===== src/rtl/sap_ram_responder_pkg.sv =====
// Shared types and default widths for the SAP RAM responder and its neighbours (PC, MAR).
// Pure declarations; no logic, no latency, no flow control.
package sap_ram_responder_pkg;

   localparam int SAP_ADDR_W = 8;
   localparam int SAP_DATA_W = 8;

   typedef enum logic [1:0] {
      IDLE = 2'd0,
      PROG = 2'd1,
      READ = 2'd2
   } state_e;

endpackage


===== src/rtl/sap_ram_responder_if.sv =====
// Bundle of the MAR read path, the program-load stream and the W-bus read return.
// Wires only; the responder owns all timing, and wr_ready carries the write backpressure.
interface sap_ram_responder_if
   import sap_ram_responder_pkg::*;
#(
   parameter int ADDR_W = SAP_ADDR_W,
   parameter int DATA_W = SAP_DATA_W
);
   logic [ADDR_W-1:0] addr_in;
   logic              ce;
   logic              prog;
   logic              wr_valid;
   logic [DATA_W-1:0] wr_data;
   logic              wr_ready;
   logic [ADDR_W-1:0] prog_addr;
   logic              prog_done;
   logic [DATA_W-1:0] rd_data;
   logic              rd_valid;
   logic              bus_en;

   modport master (
      output addr_in, ce, prog, wr_valid, wr_data,
      input  wr_ready, prog_addr, prog_done, rd_data, rd_valid, bus_en
   );

   modport slave (
      input  addr_in, ce, prog, wr_valid, wr_data,
      output wr_ready, prog_addr, prog_done, rd_data, rd_valid, bus_en
   );
endinterface


===== src/rtl/sap_ram_responder_array.sv =====
// DEPTH x DATA_W storage with synchronous write and enabled, resettable synchronous read.
// Latency: 1 cycle read; the write lands on the edge. No backpressure; rdata holds while re is low.
module sap_ram_responder_array
   import sap_ram_responder_pkg::*;
#(
   parameter int ADDR_W = SAP_ADDR_W,
   parameter int DATA_W = SAP_DATA_W
) (
   input  logic              clk,
   input  logic              reset,
   input  logic              we,
   input  logic [ADDR_W-1:0] waddr,
   input  logic [DATA_W-1:0] wdata,
   input  logic              re,
   input  logic [ADDR_W-1:0] raddr,
   output logic [DATA_W-1:0] rdata
);
   localparam int DEPTH = 1 << ADDR_W;

   // Storage has no reset so a program survives a reset of the control path.
   logic [DATA_W-1:0] mem [DEPTH];
   logic [DATA_W-1:0] rdata_q;
   logic [DATA_W-1:0] rdata_d;

   always_ff @(posedge clk) begin
      if (we) begin
         mem[waddr] <= wdata;
      end
   end

   always_comb begin
      rdata_d = rdata_q;
      if (re) begin
         rdata_d = mem[raddr];
      end
   end

   always_ff @(posedge clk) begin
      if (reset) begin
         rdata_q <= '0;
      end else begin
         rdata_q <= rdata_d;
      end
   end

   assign rdata = rdata_q;
endmodule


===== src/rtl/sap_ram_responder.sv =====
// RAM responder: returns mem[addr_in] to the W-bus in RUN, loads a sequential byte stream in PROG.
// Latency: 1 cycle from ce to rd_data/rd_valid. Backpressure: wr_ready is high only while in PROG.
module sap_ram_responder
   import sap_ram_responder_pkg::*;
#(
   parameter int ADDR_W = SAP_ADDR_W,
   parameter int DATA_W = SAP_DATA_W
) (
   input  logic                   clk,
   input  logic                   reset,
   sap_ram_responder_if.slave     bus
);
   state_e            state_q, state_d;
   logic [ADDR_W-1:0] prog_addr_q, prog_addr_d;
   logic              prog_done_q, prog_done_d;
   logic              rd_valid_q, rd_valid_d;
   logic              bus_en_q, bus_en_d;
   logic              wr_ready_q, wr_ready_d;
   logic              we;
   logic              re;
   logic [DATA_W-1:0] rdata;

   always_comb begin
      state_d     = state_q;
      prog_addr_d = prog_addr_q;
      prog_done_d = 1'b0;
      rd_valid_d  = 1'b0;
      we          = 1'b0;
      re          = 1'b0;
      unique case (state_q)
         IDLE: begin
            if (bus.prog) begin
               state_d     = PROG;
               prog_addr_d = '0;
            end else if (bus.ce) begin
               state_d    = READ;
               rd_valid_d = 1'b1;
               re         = 1'b1;
            end
         end
         READ: begin
            if (bus.prog) begin
               state_d     = PROG;
               prog_addr_d = '0;
            end else if (bus.ce) begin
               rd_valid_d = 1'b1;
               re         = 1'b1;
            end else begin
               state_d = IDLE;
            end
         end
         PROG: begin
            // Dropping prog abandons the load; a write offered on that same edge is not taken.
            if (!bus.prog) begin
               state_d = IDLE;
            end else if (bus.wr_valid && wr_ready_q) begin
               we          = 1'b1;
               prog_addr_d = prog_addr_q + 1'b1;
               if (&prog_addr_q) begin
                  prog_done_d = 1'b1;
                  state_d     = IDLE;
               end
            end
         end
         default: begin
            state_d = IDLE;
         end
      endcase
      bus_en_d   = rd_valid_d;
      wr_ready_d = (state_d == PROG);
   end

   always_ff @(posedge clk) begin
      if (reset) begin
         state_q     <= IDLE;
         prog_addr_q <= '0;
         prog_done_q <= 1'b0;
         rd_valid_q  <= 1'b0;
         bus_en_q    <= 1'b0;
         wr_ready_q  <= 1'b0;
      end else begin
         state_q     <= state_d;
         prog_addr_q <= prog_addr_d;
         prog_done_q <= prog_done_d;
         rd_valid_q  <= rd_valid_d;
         bus_en_q    <= bus_en_d;
         wr_ready_q  <= wr_ready_d;
      end
   end

   sap_ram_responder_array #(
      .ADDR_W (ADDR_W),
      .DATA_W (DATA_W)
   ) u_array (
      .clk   (clk),
      .reset (reset),
      .we    (we && !reset),
      .waddr (prog_addr_q),
      .wdata (bus.wr_data),
      .re    (re),
      .raddr (bus.addr_in),
      .rdata (rdata)
   );

   assign bus.wr_ready  = wr_ready_q;
   assign bus.prog_addr = prog_addr_q;
   assign bus.prog_done = prog_done_q;
   assign bus.rd_data   = rdata;
   assign bus.rd_valid  = rd_valid_q;
   assign bus.bus_en    = bus_en_q;
endmodule


===== src/flat_wrapper.sv =====
// flat-port wrapper written by rule: the top's interface ports become plain ports
module sap_ram_responder_flat import sap_ram_responder_pkg::*;
#(
   parameter int ADDR_W = SAP_ADDR_W,
   parameter int DATA_W = SAP_DATA_W
)
  (clk, reset, bus_addr_in, bus_ce, bus_prog, bus_wr_valid, bus_wr_data, bus_wr_ready, bus_prog_addr, bus_prog_done, bus_rd_data, bus_rd_valid, bus_bus_en);
  sap_ram_responder_if #(.ADDR_W(ADDR_W), .DATA_W(DATA_W)) bus_i ();
  input  logic clk;
  input  logic reset;
  input wire logic [$bits(bus_i.addr_in)-1:0] bus_addr_in;
  input wire logic [$bits(bus_i.ce)-1:0] bus_ce;
  input wire logic [$bits(bus_i.prog)-1:0] bus_prog;
  input wire logic [$bits(bus_i.wr_valid)-1:0] bus_wr_valid;
  input wire logic [$bits(bus_i.wr_data)-1:0] bus_wr_data;
  output wire logic [$bits(bus_i.wr_ready)-1:0] bus_wr_ready;
  output wire logic [$bits(bus_i.prog_addr)-1:0] bus_prog_addr;
  output wire logic [$bits(bus_i.prog_done)-1:0] bus_prog_done;
  output wire logic [$bits(bus_i.rd_data)-1:0] bus_rd_data;
  output wire logic [$bits(bus_i.rd_valid)-1:0] bus_rd_valid;
  output wire logic [$bits(bus_i.bus_en)-1:0] bus_bus_en;
  assign bus_i.addr_in = bus_addr_in;
  assign bus_i.ce = bus_ce;
  assign bus_i.prog = bus_prog;
  assign bus_i.wr_valid = bus_wr_valid;
  assign bus_i.wr_data = bus_wr_data;
  assign bus_wr_ready = bus_i.wr_ready;
  assign bus_prog_addr = bus_i.prog_addr;
  assign bus_prog_done = bus_i.prog_done;
  assign bus_rd_data = bus_i.rd_data;
  assign bus_rd_valid = bus_i.rd_valid;
  assign bus_bus_en = bus_i.bus_en;
  sap_ram_responder #(.ADDR_W(ADDR_W), .DATA_W(DATA_W)) u_core (.clk(clk), .reset(reset), .bus(bus_i));
endmodule

===== config.mk =====
export PLATFORM = sky130hd
export DESIGN_NAME = sap_ram_responder_flat
export DESIGN_NICKNAME = d
export VERILOG_FILES = /design/src/rtl/sap_ram_responder_pkg.sv /design/src/rtl/sap_ram_responder_if.sv /design/src/rtl/sap_ram_responder_array.sv /design/src/rtl/sap_ram_responder.sv /design/src/flat_wrapper.sv
export SDC_FILE = /design/constraint.sdc
export NUM_CORES = 2
export LEC_CHECK = 0
export CAP_MARGIN = 20
export CORE_ASPECT_RATIO = 1.4
export CORE_MARGIN = 2
export CORE_UTILIZATION = 50
export DETAILED_ROUTE_END_ITERATION = 10
export GPL_TIMING_DRIVEN = 0
export PLACE_DENSITY_LB_ADDON = 0.2
export SLEW_MARGIN = 10
export SYNTH_ARGS = -nofsm -noshare
export SYNTH_HDL_FRONTEND = slang
export SYNTH_SLANG_ARGS = --single-unit

===== constraint.sdc =====
create_clock -name clk -period 2.9 [get_ports clk]
set_input_delay 0.29 -clock clk [delete_from_list [all_inputs] [get_ports clk]]
set_output_delay 0.29 -clock clk [all_outputs]
set_load 0.05 [all_outputs]

==> run metrics <==
Max Clk Rate 321 MHz; Area growth syn-to-layout 15.2%; WL final 273000 um; Req. time, crit path 3670 ps; Multi-input gate area 19600 sq um; Worst Skew 36.0 ps; Post-synth EDFFs 2048; Clock Pin Slew Worst Setup and Hold Paths 60 ps; core area 161000 sq um; Crit Path Max Fanout 10; Final Instance Count excl. Fillers 6638; status complete, but fails checks; Placer Congestion 1.00; CP Class primary input to flip-flop; ys flop type edfxtp_1; total CTS buffers 183; Synth Warn # 0; Slowest-stage cell, CP nor3_1; register area 61900 sq um; FF-to-FF path depth 5; Leak Pwr 29.4 nW; HP Class primary input to flip-flop; initial core utilization 50.4%; PnR Total Power 61.0 mW; largest net degree at the start of global routing 161; routed vias/inst 6.72; TritonCTS clock tree built; final setup fails 24; Mapped Cells 4084; leading area contributor after synthesis edfxtp_1; worst-margin pin slew 1170 ps; Final ANT Viol Nets 0; via count 44600; failing checks setup timing; worst skew pair latency 840 ps; flop2flop setup slack -20 ps; Final nets 4397; DRT iter0 DRCs 7048; synthesized area per cell 19.9 sq um; max incr delay on CP 580 ps; die width 344 um; Synth Net Count 4109; Critical R2R Launch u_core.bus.prog_addr[2]$_SDFFE_PP0P_; crit path cell chain buf_2 -> buf_6 -> clkinv_2 -> buf_4 -> clkbuf_4 -> o221ai_1 -> nor2_1 -> nor3_1 -> nand4_1 -> nor3_4 -> a211o_1; Clock Path Buffers 3; final worst slack -219 ps; Rows 174; WP data arrival 3890 ps; antenna violations before repair 17; vias in the first global route 43400; DRC viols 0; H-tree levels 4; CP Capture Point u_core.u_array.rdata[4]$_SDFFE_PP0P_; commonest non-fill, non-tap cell in the layout edfxtp_1; Max Slew Vio Count 0; number of fill cells 11600; WP depth 11; root buffer cell clkbuf_16; hpwl dp 186000 um; synth top area cells edfxtp_1, mux4_2, mux2i_1, nor2_1, mux4_1; fraction of layout cells with a size suffix above 1 26.1%; PD cells 652 nW/um^2; GRT Total Usage 33.3%; VDD IR max 0.000733 V; Async SR Flop Fraction 0%; GR Overflow Total 0; Critical path origin bus_addr_in[4]; clk sinks 2069; Synth Cell Area 81100 sq um; final worst path period need 3120 ps; Setup Slack @ Placement -2340 ps; die area 166000 sq um; crit share post-route 108%; WL per Instance 41.2 um; Synth top area share 75.8%; first-pass GRT wire length 365000 um; Die Span Y 481 um; Buf+Inv Stages, Crit Path 5; Maximum Capacitance Violations 0; CP Launch Type primary input; Final Hold Vio Count 0; post-synthesis sequential area ratio 76.3%; Port Buffers 36; Reg-to-Reg End u_core.u_array.mem[192][1]$_DFFE_PP_; CP Capture Type flip-flop; IO Count 41; CP top delay family buffers and inverters; router iterations before antenna repair 6; dpl cells 6275; Cell variety after synth 69; RSZ-0062 raised after global routing true; Slew headroom 21.9%; most frequent cells in the layout edfxtp_1, mux2i_1, mux4_2, clkbuf_16, nor2_4; worst hold start bus_wr_data[3]; register bit total from synthesis 2069
[synthesized netlist by cell type, types with 7 or more instances]
cell	instances
a2111oi_0	23
a211oi_1	33
a21oi_1	72
a221oi_1	35
a22oi_1	20
a31oi_1	8
and2_1	12
and3_1	7
buf_1	9
buf_12	10
buf_2	47
buf_4	27
buf_6	45
buf_8	12
clkbuf_1	78
dfxtp_1	21
edfxtp_1	2048
mux2i_1	366
mux4_1	46
mux4_2	297
nand2_1	95
nand2b_1	7
nand3_1	37
nand4_1	16
nor2_1	339
nor2b_1	10
nor3_1	32
nor4_1	9
o21a_1	14
o21ai_0	55
o221ai_1	61
o22ai_1	104
[state kept, by name (all words and copies together) (netlist names)]
signal	count
u_core.u_array.mem	2048
u_core.bus.prog_addr	8
u_core.state_q	2
u_core.bus.rd_valid	1
u_core.u_array.rdata	8
u_core.bus.wr_ready	1
u_core.bus.prog_done	1
[power breakdown]
group / leakage [nW] / internal [mW] / total, mW / switching, mW
logic: 7.94 / 1.09 / 3.70 / 2.61
registers: 18.6 / 32.8 / 32.9 / 0.0259
clock network: 2.89 / 13.4 / 24.4 / 11.0
[final cells by class]
type	count	share of cell area, %
clock inverter	105	1.06
multi-input combinational	1770	21.0
buffer	231	2.19
antenna	7	0.0187
timing repair buffer	108	1.42
tap	2112	2.83
clock buffer	227	5.24
sequential	2069	66.2
inverter	9	0.0375
[how the worst min path moves through the flow]
stage                                           endpoint  cells past startpoint
floorplan           u_core.bus.prog_addr[1]$_SDFFE_PP0P_                      1
global placement    u_core.bus.prog_addr[1]$_SDFFE_PP0P_                      2
detailed placement  u_core.bus.prog_addr[1]$_SDFFE_PP0P_                      2
CTS                  u_core.u_array.mem[51][3]$_DFFE_PP_                      1
global route         u_core.u_array.mem[51][3]$_DFFE_PP_                      1
finish               u_core.u_array.mem[51][3]$_DFFE_PP_                      1
[per-stage QoR]
stage / setup TNS, ps / hold WS, ps / cell area, sq um / util [%]
after floorplan: 0 / 359 / 81100 / -
after global placement: - / 542 / 84200 / 52.3
after detailed placement: -2722810 / 547 / 84900 / 52.8
after CTS: -130860 / 43.4 / 92500 / 57.5
after global routing: -434 / 82.6 / 93500 / 58.1
final: -1380 / 47.0 / 93500 / 58.1
[repair_timing]
item,CTS,global route
setup endpoints to repair,2055,1968
hold buffers,6,0
gates resized for setup,454,269
hold endpoints to repair,318,0
pin swaps,9,7
setup buffers,18,3
[kinds of logic after synthesis]
| family | count (synthesis) | synth area share, % |
|---|---|---|
| compound gates | 466 | 4.04 |
| xor+xnor | 6 | 0.0648 |
| fa+ha+maj | 4 | 0.0617 |
| buf+inv | 245 | 2.17 |
| flops | 2069 | 76.3 |
| mux | 712 | 14.3 |
| simple gates | 582 | 3.08 |
[layer usage]
metal	global-route usage (%)	vias to the layer above	part of all wire (%)
li1	-	17500	-
met1	39.4	23200	33
met2	51.7	3002	47
met3	8.31	888	9.9
met4	27.1	6	10
met5	0	-	0.016
Note: power is estimated with default switching activity, not from simulation.
